<file path="src/rtl/nios2_oci_dct_packer_pkg.sv">
// Shared constants, FSM state type and atom-placement helper for the OCI trace
// atom packer.
package nios2_oci_dct_packer_pkg;

    localparam int ATOM_W         = 3;
    localparam int ATOMS_PER_WORD = 10;
    localparam int DCT_W          = ATOM_W * ATOMS_PER_WORD;
    localparam int DCT_CNT_W      = 4;
    localparam int IDLE_TIMEOUT   = 64;
    localparam int IDLE_W         = 7;
    localparam int DROP_CNT_W     = 8;

    typedef enum logic [1:0] {
        RUN   = 2'd0,
        DRAIN = 2'd1,
        ENDED = 2'd2
    } pack_state_e;

    // ORs one atom into its slot of a capture word, slot 0 in the LSBs.
    function automatic logic [DCT_W-1:0] place_atom(
        input logic [DCT_W-1:0]     word,
        input logic [ATOM_W-1:0]    atom,
        input logic [DCT_CNT_W-1:0] slot
    );
        logic [DCT_W-1:0] ext;
        ext = {{(DCT_W-ATOM_W){1'b0}}, atom};
        return word | (ext << (ATOM_W * int'(slot)));
    endfunction

endpackage

</file>
<file path="src/rtl/nios2_oci_dct_packer_if.sv">
// Valid/ready capture-word bus between the packer and its trace sink.
interface nios2_oci_dct_packer_if;

    logic                                            out_valid;
    logic                                            out_ready;
    logic [nios2_oci_dct_packer_pkg::DCT_W-1:0]      dct_buffer;
    logic [nios2_oci_dct_packer_pkg::DCT_CNT_W-1:0]  dct_count;

    modport master (
        output out_valid,
        output dct_buffer,
        output dct_count,
        input  out_ready
    );

    modport slave (
        input  out_valid,
        input  dct_buffer,
        input  dct_count,
        output out_ready
    );

endinterface

</file>
<file path="src/rtl/nios2_oci_dct_outreg.sv">
// One-entry valid/ready holding register that drives the capture-word bus.
module nios2_oci_dct_outreg
    import nios2_oci_dct_packer_pkg::*;
(
    input  logic                   clk,
    input  logic                   rst_n,
    input  logic                   load,
    input  logic [DCT_W-1:0]       load_data,
    input  logic [DCT_CNT_W-1:0]   load_count,
    output logic                   free,
    nios2_oci_dct_packer_if.master dct
);

    logic                 valid_q, valid_d;
    logic [DCT_W-1:0]     data_q,  data_d;
    logic [DCT_CNT_W-1:0] count_q, count_d;

    // Load a new word, or retire the current one once the consumer takes it.
    always_comb begin
        valid_d = valid_q;
        data_d  = data_q;
        count_d = count_q;
        if (load) begin
            valid_d = 1'b1;
            data_d  = load_data;
            count_d = load_count;
        end else if (dct.out_ready) begin
            valid_d = 1'b0;
        end else begin
            valid_d = valid_q;
        end
    end

    // Holding register state.
    always_ff @(posedge clk or negedge rst_n) begin
        if (!rst_n) begin
            valid_q <= 1'b0;
            data_q  <= {DCT_W{1'b0}};
            count_q <= {DCT_CNT_W{1'b0}};
        end else begin
            valid_q <= valid_d;
            data_q  <= data_d;
            count_q <= count_d;
        end
    end

    assign free           = ~valid_q | dct.out_ready;
    assign dct.out_valid  = valid_q;
    assign dct.dct_buffer = data_q;
    assign dct.dct_count  = count_q;

endmodule

</file>
<file path="src/rtl/nios2_oci_dct_packer.sv">
// Packs 3-bit OCI trace atoms into 30-bit capture words, emits them on full,
// flush, idle timeout or end-of-test drain, and reports drops and completion.
module nios2_oci_dct_packer
    import nios2_oci_dct_packer_pkg::*;
(
    input  logic                   clk,
    input  logic                   reset_n,
    input  logic                   enable,
    input  logic                   atom_valid,
    input  logic [ATOM_W-1:0]      atom_data,
    input  logic                   flush_req,
    input  logic                   test_ending,
    nios2_oci_dct_packer_if.master dct,
    output logic                   overflow,
    output logic [DROP_CNT_W-1:0]  drop_count,
    output logic                   test_has_ended
);

    pack_state_e           state_q, state_d;
    logic [DCT_W-1:0]      fill_data_q, fill_data_d;
    logic [DCT_CNT_W-1:0]  fill_count_q, fill_count_d;
    logic                  flush_pend_q, flush_pend_d;
    logic [IDLE_W-1:0]     idle_q, idle_d;
    logic                  overflow_q, overflow_d;
    logic [DROP_CNT_W-1:0] drop_count_q, drop_count_d;
    logic                  ended_q, ended_d;

    logic out_free_s;
    logic fill_full_s;
    logic fill_empty_s;
    logic idle_hit_s;
    logic flush_now_s;
    logic xfer_s;
    logic atom_live_s;
    logic accept_s;
    logic drop_s;

    nios2_oci_dct_outreg u_outreg (
        .clk        (clk),
        .rst_n      (reset_n),
        .load       (xfer_s),
        .load_data  (fill_data_q),
        .load_count (fill_count_q),
        .free       (out_free_s),
        .dct        (dct)
    );

    // Per-cycle events: word transfer, atom acceptance and atom drop.
    always_comb begin
        fill_full_s  = (fill_count_q == DCT_CNT_W'(ATOMS_PER_WORD));
        fill_empty_s = (fill_count_q == {DCT_CNT_W{1'b0}});
        idle_hit_s   = (idle_q == IDLE_W'(IDLE_TIMEOUT));
        flush_now_s  = flush_pend_q | flush_req | idle_hit_s | (state_q == DRAIN);
        xfer_s       = out_free_s & (fill_full_s | (flush_now_s & ~fill_empty_s));
        atom_live_s  = atom_valid & enable & (state_q == RUN);
        // A full fill still takes an atom when it is being emptied this cycle.
        accept_s     = atom_live_s & (~fill_full_s | xfer_s);
        drop_s       = atom_live_s & fill_full_s & ~xfer_s;
    end

    // Fill register: restart at slot 0 on transfer, else append.
    always_comb begin
        fill_data_d  = fill_data_q;
        fill_count_d = fill_count_q;
        if (xfer_s) begin
            if (accept_s) begin
                fill_data_d  = place_atom({DCT_W{1'b0}}, atom_data, {DCT_CNT_W{1'b0}});
                fill_count_d = DCT_CNT_W'(1);
            end else begin
                fill_data_d  = {DCT_W{1'b0}};
                fill_count_d = {DCT_CNT_W{1'b0}};
            end
        end else if (accept_s) begin
            fill_data_d  = place_atom(fill_data_q, atom_data, fill_count_q);
            fill_count_d = fill_count_q + DCT_CNT_W'(1);
        end else begin
            fill_data_d  = fill_data_q;
            fill_count_d = fill_count_q;
        end
    end

    // Flush pending latch and idle timer; flushing an empty fill is dropped.
    always_comb begin
        flush_pend_d = flush_now_s & ~fill_empty_s & ~xfer_s;
        idle_d       = idle_q;
        if (xfer_s || accept_s || fill_empty_s) begin
            idle_d = {IDLE_W{1'b0}};
        end else if (enable && !idle_hit_s) begin
            idle_d = idle_q + IDLE_W'(1);
        end else begin
            idle_d = idle_q;
        end
    end

    // Sticky overflow and saturating drop counter.
    always_comb begin
        overflow_d   = overflow_q | drop_s;
        drop_count_d = drop_count_q;
        if (drop_s && (drop_count_q != {DROP_CNT_W{1'b1}})) begin
            drop_count_d = drop_count_q + DROP_CNT_W'(1);
        end else begin
            drop_count_d = drop_count_q;
        end
    end

    // Run / drain / ended sequencing.
    always_comb begin
        state_d = state_q;
        case (state_q)
            RUN: begin
                if (test_ending) state_d = DRAIN;
                else             state_d = RUN;
            end
            DRAIN: begin
                if (fill_empty_s && !dct.out_valid) state_d = ENDED;
                else                                state_d = DRAIN;
            end
            ENDED:   state_d = ENDED;
            default: state_d = RUN;
        endcase
        ended_d = ended_q | (state_d == ENDED);
    end

    // Packer state registers.
    always_ff @(posedge clk or negedge reset_n) begin
        if (!reset_n) begin
            state_q      <= RUN;
            fill_data_q  <= {DCT_W{1'b0}};
            fill_count_q <= {DCT_CNT_W{1'b0}};
            flush_pend_q <= 1'b0;
            idle_q       <= {IDLE_W{1'b0}};
            overflow_q   <= 1'b0;
            drop_count_q <= {DROP_CNT_W{1'b0}};
            ended_q      <= 1'b0;
        end else begin
            state_q      <= state_d;
            fill_data_q  <= fill_data_d;
            fill_count_q <= fill_count_d;
            flush_pend_q <= flush_pend_d;
            idle_q       <= idle_d;
            overflow_q   <= overflow_d;
            drop_count_q <= drop_count_d;
            ended_q      <= ended_d;
        end
    end

    assign overflow       = overflow_q;
    assign drop_count     = drop_count_q;
    assign test_has_ended = ended_q;

endmodule
</file>
<file path="src/flat_wrapper.sv">
// flat-port wrapper written by rule: the top's interface ports become plain ports
module nios2_oci_dct_packer_flat import nios2_oci_dct_packer_pkg::*;
  (clk, reset_n, enable, atom_valid, atom_data, flush_req, test_ending, overflow, drop_count, test_has_ended, dct_out_valid, dct_dct_buffer, dct_dct_count, dct_out_ready);
  nios2_oci_dct_packer_if dct_i ();
  input  logic clk;
  input  logic reset_n;
  input  logic enable;
  input  logic atom_valid;
  input  logic [ATOM_W-1:0] atom_data;
  input  logic flush_req;
  input  logic test_ending;
  output logic overflow;
  output logic [DROP_CNT_W-1:0] drop_count;
  output logic test_has_ended;
  output wire logic [$bits(dct_i.out_valid)-1:0] dct_out_valid;
  output wire logic [$bits(dct_i.dct_buffer)-1:0] dct_dct_buffer;
  output wire logic [$bits(dct_i.dct_count)-1:0] dct_dct_count;
  input wire logic [$bits(dct_i.out_ready)-1:0] dct_out_ready;
  assign dct_out_valid = dct_i.out_valid;
  assign dct_dct_buffer = dct_i.dct_buffer;
  assign dct_dct_count = dct_i.dct_count;
  assign dct_i.out_ready = dct_out_ready;
  nios2_oci_dct_packer u_core (.clk(clk), .reset_n(reset_n), .enable(enable), .atom_valid(atom_valid), .atom_data(atom_data), .flush_req(flush_req), .test_ending(test_ending), .dct(dct_i), .overflow(overflow), .drop_count(drop_count), .test_has_ended(test_has_ended));
endmodule
</file>
<file path="config.mk">
export PLATFORM = sky130hd
export DESIGN_NAME = nios2_oci_dct_packer_flat
export DESIGN_NICKNAME = d
export VERILOG_FILES = /design/src/rtl/nios2_oci_dct_packer_pkg.sv /design/src/rtl/nios2_oci_dct_packer_if.sv /design/src/rtl/nios2_oci_dct_outreg.sv /design/src/rtl/nios2_oci_dct_packer.sv /design/src/flat_wrapper.sv
export SDC_FILE = /design/constraint.sdc
export NUM_CORES = 1
export LEC_CHECK = 0
export ABC_AREA = 1
export CAP_MARGIN = 20
export CELL_PAD_IN_SITES_DETAIL_PLACEMENT = 0
export CELL_PAD_IN_SITES_GLOBAL_PLACEMENT = 1
export CORE_MARGIN = 3
export CORE_UTILIZATION = 41
export CTS_CLUSTER_DIAMETER = 200
export DETAILED_ROUTE_END_ITERATION = 8
export PLACE_DENSITY_LB_ADDON = 0.1
export SKIP_LAST_GASP = 1
export SLEW_MARGIN = 10
export SYNTH_ARGS = -nofsm -noshare
export SYNTH_HDL_FRONTEND = slang
export SYNTH_SLANG_ARGS = --single-unit
</file>
<file path="constraint.sdc">
create_clock -name clk -period 2.2 [get_ports clk]
set_clock_uncertainty 0.05 [all_clocks]
set_input_delay 0.33 -clock clk [delete_from_list [all_inputs] [get_ports clk]]
set_output_delay 0.33 -clock clk [all_outputs]
set_load 0.01 [all_outputs]
</file>
# After elaboration in Yosys (flattened, before gate mapping)
# Index checks and enable logic that the tools add are counted.
[classes] bitwise_logic=21 n_mux=13 multipliers=1 add_sub_neg=3 n_eq_ne=6 n_shift=1 reduce_logical=12
[ops] op="$mux 30" n=2
[ops] op="$shl 3x32->30" n=1
[ops] op="$or 30x30->30" n=1
[ops] op="$mux 7" n=2
[ops] op="$add 8x1->8 const B" n=1
[ops] op="$and 1x1->1" n=8
[ops] op="$mux 4" n=2
[ops] op="$ne 8x8->1 const B" n=1
[ops] op="$or 1x1->1" n=8
[ops] op="$add 7x1->7 const B" n=1
[ops] op="$eq 7x7->1 const B" n=1
[ops] op="$mul 2x4->6 const A" n=1
[ops] op="$pmux 2 s3" n=1
[ops] op="$reduce_bool 2->1" n=3
[ops] op="$add 4x1->4 const B" n=1
[ops] op="$eq 2x2->1 const B" n=2
[ops] op="$eq 4x4->1 const B" n=1
[ops] op="$logic_not 4->1" n=1
[ops] op="$mux 1" n=4
[ops] op="$not 1->1" n=4
[ops] op="$logic_and 1x1->1" n=3
[ops] op="$mux 3" n=1
[ops] op="$eq 2x1->1 const B" n=1
[ops] op="$logic_not 1->1" n=2
[ops] op="other kinds (3)" n=4
[totals] elab_cells=68 output_inout_bits=45 inputBits=10 regBits=89

# Depth between registers and ports, before layout
[depth] depth_word=11 depth_mapped=14 depth_no_buf=13

# Hierarchy
# From an unflattened synthesis, not the netlist that was laid out.
[hier_totals] hier_cells=461 area_unflattened_um2=4091.4
[modules_own_cells] mod="nios2_oci_dct_packer" cells_each=313 instances=1 area_per_inst_um2=2712.6
[modules_own_cells] mod="nios2_oci_dct_outreg" cells_each=148 instances=1 area_per_inst_um2=1378.8

# Worst setup path before layout
# No wires, ideal clock.
[synth_timing] path_type="register to register" from="reg u_core.fill_count_q[0]" to="reg u_core.fill_count_q[0]" path_stages_with_launch=13 t_arrival_ns=1.700 setup_slack_ns=0.337 required_ns=2.037 path_buffers=2 cell_sequence="dfrtp_1 > clkbuf_1 > clkinv_1 > ha_1 > nand2_2 > nand2_2 > nand2_4 > nand2_4 > buf_6 > nand2_1 > nand2_1 > nand2_1 > inv_1"
[synth_between] elab_chain_len=9
[synth_rtl] item="start, declared" line_no="nios2_oci_dct_packer.sv:21" rtl="logic [DCT_CNT_W-1:0] fill_count_q, fill_count_d;"
[synth_rtl] item="start signal, assigned" line_no="nios2_oci_dct_packer.sv:129" rtl="fill_count_q <= {DCT_CNT_W{1'b0}};"
[synth_rtl] item="start signal, assigned" line_no="nios2_oci_dct_packer.sv:138" rtl="fill_count_q <= fill_count_d;"
[synth_rtl] item="$logic_not 4->1" line_no="nios2_oci_dct_packer.sv:51" rtl="fill_empty_s = (fill_count_q == {DCT_CNT_W{1'b0}});"
[synth_rtl] item="$not 1->1" line_no="nios2_oci_dct_packer.sv:54" rtl="xfer_s = out_free_s & (fill_full_s | (flush_now_s & ~fill_empty_s));"
[synth_rtl] item="$and 1x1->1" line_no="nios2_oci_dct_packer.sv:54"
[synth_rtl] item="$or 1x1->1" line_no="nios2_oci_dct_packer.sv:54"
[synth_rtl] item="$and 1x1->1" line_no="nios2_oci_dct_packer.sv:54"
[synth_rtl] item="$or 1x1->1" line_no="nios2_oci_dct_packer.sv:57" rtl="accept_s = atom_live_s & (~fill_full_s | xfer_s);"
[synth_rtl] item="$and 1x1->1" line_no="nios2_oci_dct_packer.sv:57"
[synth_rtl] item="$mux 1" line_no="nios2_oci_dct_packer.sv:66" rtl="if (accept_s) begin"
[synth_rtl] item="$mux 4" line_no="nios2_oci_dct_packer.sv:65" rtl="if (xfer_s) begin"
# Parallel ways exist; a longest one is shown, timed or not. The select of a mux whose other input is x is not followed.
# A chain may end at the register's enable or synchronous reset.

# Worst setup path after layout
[layout_timing] from="reg u_core.fill_count_q[1]" to="reg u_core.u_outreg.data_q[12] (netlist: u_core.u_outreg.dct.dct_buffer[12])"
[layout_between] elab_chain_len=5
[layout_rtl] item="$logic_not 4->1" line_no="nios2_oci_dct_packer.sv:51"
[layout_rtl] item="$not 1->1" line_no="nios2_oci_dct_packer.sv:54"
[layout_rtl] item="$and 1x1->1" line_no="nios2_oci_dct_packer.sv:54"
[layout_rtl] item="$or 1x1->1 *" line_no="nios2_oci_dct_packer.sv:54"
[layout_rtl] item="$and 1x1->1 *" line_no="nios2_oci_dct_packer.sv:54"
[layout_rtl] item="end signal, assigned" line_no="nios2_oci_dct_outreg.sv:38" rtl="data_q <= {DCT_W{1'b0}};"
[layout_rtl] item="end signal, assigned" line_no="nios2_oci_dct_outreg.sv:42" rtl="data_q <= data_d;"
[layout_rtl] item="end, declared" line_no="nios2_oci_dct_outreg.sv:15" rtl="logic [DCT_W-1:0] data_q, data_d;"
# Mark *: on every way between the ends. The rest lies on a longest branch, timed or not.

==> impl_results.html <==
<table>
<tr><th>Metric</th><th>Value</th></tr>
<tr><th colspan="2">Run status</th></tr>
<tr><td>Status</td><td>complete, no violations</td></tr>
<tr><th colspan="2">Finish</th></tr>
<tr><td>Area Growth Syn to Fin</td><td>23.8%</td></tr>
<tr><td>Final design utilization</td><td>0.529</td></tr>
<tr><td>Ratio of cells with drive above 1 in the final layout</td><td>0.0849</td></tr>
<tr><td>Post-layout nets</td><td>529</td></tr>
<tr><td>Antenna diode count</td><td>0</td></tr>
<tr><th colspan="2">Logic synthesis</th></tr>
<tr><td>Most frequently used cell type in the post-synthesis netlist</td><td>nand2_1</td></tr>
<tr><td>Adder-Cell Fraction of Synth Area</td><td>0.0188</td></tr>
<tr><td>Most used flip-flop cell after synthesis</td><td>dfrtp_1</td></tr>
<tr><td>Average cell area after synthesis</td><td>8.83 µm²</td></tr>
<tr><td>Number of distinct library cells after synthesis</td><td>30</td></tr>
<tr><td>Cell count after synthesis</td><td>451</td></tr>
<tr><td>Post-synthesis mux area share</td><td>0</td></tr>
<tr><td>Post-Synthesis Net Count</td><td>467</td></tr>
<tr><td>Xor-xnor portion of the synthesized cell area</td><td>0.0308</td></tr>
<tr><td>Top cell type by total area after synthesis</td><td>dfrtp_1</td></tr>
<tr><td>Most numerous cell types in the synthesized netlist</td><td>nand2_1, dfrtp_1, inv_1</td></tr>
<tr><td>Fraction of post-synthesis cell area in the top cell type by area</td><td>0.559</td></tr>
<tr><td>Number of synthesized flops with an enable pin</td><td>0</td></tr>
<tr><td>Share of synthesized flip-flops with an asynchronous set or reset</td><td>1.00</td></tr>
<tr><td>Main combinational cell family by area after synthesis</td><td>simple AND/OR/NAND/NOR gates</td></tr>
<tr><td>Yosys synthesis warning count</td><td>0</td></tr>
<tr><td>Post-synthesis instance area</td><td>0.00398 mm²</td></tr>
<tr><td>Basic-gate share of the synthesized area counting and, or, nand and nor cells</td><td>0.234</td></tr>
<tr><td>Compound-gate portion of the synthesized area</td><td>0.0766</td></tr>
<tr><td>Area contributors post-synth</td><td>dfrtp_1, nand2_1, inv_1</td></tr>
<tr><td>Sequential cell area fraction in the yosys report</td><td>0.559</td></tr>
<tr><td>Number of synthesized register bits</td><td>89</td></tr>
<tr><th colspan="2">Clock network</th></tr>
<tr><td>Cells resized by post-CTS repair</td><td>0</td></tr>
<tr><td>TritonCTS clock tree</td><td>yes</td></tr>
<tr><td>Total clock buffers created by CTS</td><td>9</td></tr>
<tr><td>Clock sink count</td><td>89</td></tr>
<tr><td>Clock-pin slew on the worst setup and hold paths</td><td>0.09 ns</td></tr>
<tr><td>Hold-fix buffers, CTS</td><td>1</td></tr>
<tr><td>Max clock buf depth</td><td>2</td></tr>
<tr><td>Post-CTS Setup Inserts</td><td>0</td></tr>
<tr><td>Latest clock arrival within the worst-skew pair</td><td>0.36 ns</td></tr>
<tr><td>Deepest level of the CTS H-tree</td><td>3</td></tr>
<tr><td>Clock root cell</td><td>clkbuf_8</td></tr>
<tr><th colspan="2">Critical path</th></tr>
<tr><td>Critical Path Source Type</td><td>register</td></tr>
<tr><td>Source of the critical timing path</td><td>u_core.fill_count_q[1]</td></tr>
<tr><td>Type of the setup path with the least slack</td><td>register to register</td></tr>
<tr><td>R2r startpoint</td><td>u_core.fill_count_q[1]</td></tr>
<tr><td>Required time of the critical path</td><td>2.45 ns</td></tr>
<tr><td>Max Fanout on Critical Path</td><td>28</td></tr>
<tr><td>Critical path data arrival time</td><td>2.14 ns</td></tr>
<tr><td>Worst-case register-to-register setup slack</td><td>0.31 ns</td></tr>
<tr><td>Kind of end point of the critical path</td><td>register</td></tr>
<tr><th colspan="2">Timing</th></tr>
<tr><td>Hold violation count in the final report</td><td>0</td></tr>
<tr><td>FMAX</td><td>0.528 GHz</td></tr>
<tr><td>Slew margin rel.</td><td>0.722</td></tr>
<tr><td>Final clock period utilization by the worst path</td><td>0.861</td></tr>
<tr><td>Number of failing setup endpoints in the final timing report</td><td>0</td></tr>
<tr><td>Count of pins over their slew limit</td><td>0</td></tr>
<tr><td>RSZ-0062 raised after global routing</td><td>no</td></tr>
<tr><td>Actual slew at the worst max-slew pin</td><td>0.417 ns</td></tr>
<tr><td>Minimum clock period after layout</td><td>1.89 ns</td></tr>
<tr><td>Final setup TNS</td><td>0 ns</td></tr>
<tr><th colspan="2">Power</th></tr>
<tr><td>Combinational group share of total power</td><td>0.292</td></tr>
<tr><td>Switching power as a share of total power</td><td>0.339</td></tr>
<tr><td>Internal power component</td><td>0.00296 W</td></tr>
<tr><td>Part of the total power dissipated in sequential elements</td><td>0.431</td></tr>
<tr><td>Cell Pwr Density</td><td>906 mW/mm²</td></tr>
<tr><td>Fraction of power consumed by the clock network</td><td>0.277</td></tr>
<tr><td>Switching power</td><td>0.00151 W</td></tr>
<tr><td>Static leakage</td><td>2.35 nW</td></tr>
<tr><td>Worst supply voltage drop on vdd</td><td>0.000391 V</td></tr>
<tr><th colspan="2">Route</th></tr>
<tr><td>Wire length per cell</td><td>12.8 µm</td></tr>
<tr><td>Post-detailed-routing wire length</td><td>8300 µm</td></tr>
<tr><td>Number of iterations in the first detailed-routing pass</td><td>4</td></tr>
<tr><td># DRC</td><td>0</td></tr>
<tr><td>Via count</td><td>3059</td></tr>
<tr><td>DRT iter0 DRCs</td><td>117</td></tr>
<tr><td>Number of antenna-violating nets in the routed design</td><td>0</td></tr>
<tr><td>Vias per std cell</td><td>4.73</td></tr>
<tr><th colspan="2">Global route</th></tr>
<tr><td>Via count of the first global-routing pass</td><td>2918</td></tr>
<tr><td>Overall global routing resource usage</td><td>0.163</td></tr>
<tr><td>Antenna violations before repair</td><td>0</td></tr>
<tr><td>Wire length of the first global-routing pass</td><td>14500 µm</td></tr>
<tr><td>Maximum number of pins on one net before global-route repair</td><td>45</td></tr>
<tr><td>GRT Residual Overflow</td><td>0</td></tr>
<tr><th colspan="2">Job</th></tr>
<tr><td>Max-cap violation count</td><td>0</td></tr>
<tr><th colspan="2">Placement</th></tr>
<tr><td>Routability congestion estimate</td><td>0.832</td></tr>
<tr><td>Input/output buffers</td><td>54</td></tr>
<tr><td>Detailed placer's ending HPWL</td><td>5940 µm</td></tr>
<tr><th colspan="2">Floorplanning</th></tr>
<tr><td>Row cnt</td><td>35</td></tr>
<tr><td>Std-Cell Core Area</td><td>0.00933 mm²</td></tr>
<tr><td>Die extent in y</td><td>105 µm</td></tr>
<tr><td>Number of primary I/O pins</td><td>55</td></tr>
<tr><td>Starting Density</td><td>0.427</td></tr>
<tr><td>Width of the die</td><td>105 µm</td></tr>
<tr><td>Total die area</td><td>0.0109 mm²</td></tr>
<tr><th colspan="2">Min path</th></tr>
<tr><td>Class of the most critical hold timing path</td><td>input pin to async pin</td></tr>
</table>
stage by stage:
| step | total power [W] | area (µm²) | setup slack (ns) | instances | hold WS, ns |
|---|---|---|---|---|---|
| 6_report | 0.00447 | 4930 | 0.306 | 647 | 0.404 |
| 5_1_grt | 0.00478 | 4930 | 0.0998 | 647 | 0.439 |
| 4_1_cts | 0.00453 | 4930 | 0.292 | 647 | 0.407 |
| 3_5_place_dp | 0.00328 | 4700 | 0.171 | 630 | 0.252 |
| 3_3_place_gp | 0.00326 | 4700 | 0.204 | 630 | 0.243 |
| 2_1_floorplan | 0.00279 | 3980 | 0.337 | 451 | -0.0156 |
worst max-delay path, cell delays in order, from the launching register on:
cell	delay, ns
dfrtp_1	0.49
clkinv_1	0.14
ha_1	0.23
nand2_2	0.11
nand2_2	0.09
nand2_4	0.09
nand2_4	0.16
inv_4	0.29
nand2_1	0.10
nand2_1	0.07
cells by family (layout without fill, tap and decap cells):
kind of cell / Yosys count / count (layout)
and+or+nand+nor: 206 / 206
DFF: 89 / 89
buffers and inverters: 76 / 143
AOI/OAI and AO/OA: 60 / 60
xor gates and xnor gates: 14 / 14
adders and majority gates: 6 / 6
worst paths after layout:
| path | endpoint | cells past startpoint |
|---|---|---|
| worst max-delay path | u_core.u_outreg.dct.dct_buffer[12] | 9 |
| worst min-delay path | u_core.idle_q[0] | 2 |
| worst max register to register | u_core.u_outreg.dct.dct_buffer[12] | 9 |
| worst min register to register | u_core.overflow | 1 |
| max in group asynchronous | u_core.fill_count_q[0] | 3 |
| min in group clk | u_core.overflow | 1 |
sequential cells by signal, indices dropped and copies added, names as in the netlist, 2 cells and up:
signal                          count
u_core.u_outreg.dct.dct_count       4
u_core.state_q                      2
u_core.drop_count                   8
u_core.fill_data_q                 30
u_core.u_outreg.dct.dct_buffer     30
u_core.idle_q                       7
u_core.fill_count_q                 4
cells in the final DEF, fill, tap and decap left out:
master,instances
clkbuf_1,1
nor3b_1,1
clkinvlp_4,3
clkdlybuf4s50_1,53
dfrtp_1,89
inv_4,1
a22o_1,1
nor2_2,1
nor3_1,3
nor2_1,45
a31oi_1,1
inv_1,57
nand3_1,33
nand2_4,3
o21ai_1,29
nand2_2,3
ha_1,6
clkinv_1,2
nand4_1,4
nor2_4,2
xor2_1,10
a21oi_1,21
nand3_4,2
nor2_8,1
inv_2,3
or2_2,3
buf_12,3
bufinv_16,2
nand2_1,105
inv_6,1
buf_4,7
xnor2_1,4
clkbuf_8,9
dlygate4sd3_1,1
o21ai_0,8
routing by layer:
layer	part of all wire	up-vias	track usage
li1	-	1532	-
met1	0.50	1457	0.237
met2	0.44	55	0.240
met3	0.036	15	0.0383
met4	0.019	0	0.0534
met5	0	-	0
area by class of cell:
| cell class | count | area [µm²] |
|---|---|---|
| clock buffer | 10 | 128 |
| clock inverter | 6 | 91.3 |
| fill | 910 | 4390 |
| inverter | 63 | 239 |
| multi-input combinational | 286 | 1430 |
| sequential | 89 | 2230 |
| tap | 129 | 161 |
| timing repair buffer | 64 | 653 |
power by group through the flow:
stage / Combinational (W) / Clock, W / Sequential (W)
floorplan: 0.000812 / 0 / 0.00198
global placement: 0.00131 / 0 / 0.00196
detailed placement: 0.00132 / 0 / 0.00196
CTS: 0.00132 / 0.00127 / 0.00193
global route: 0.00147 / 0.00136 / 0.00195
finish: 0.00131 / 0.00124 / 0.00193
Power figures use the tool's default switching activity.
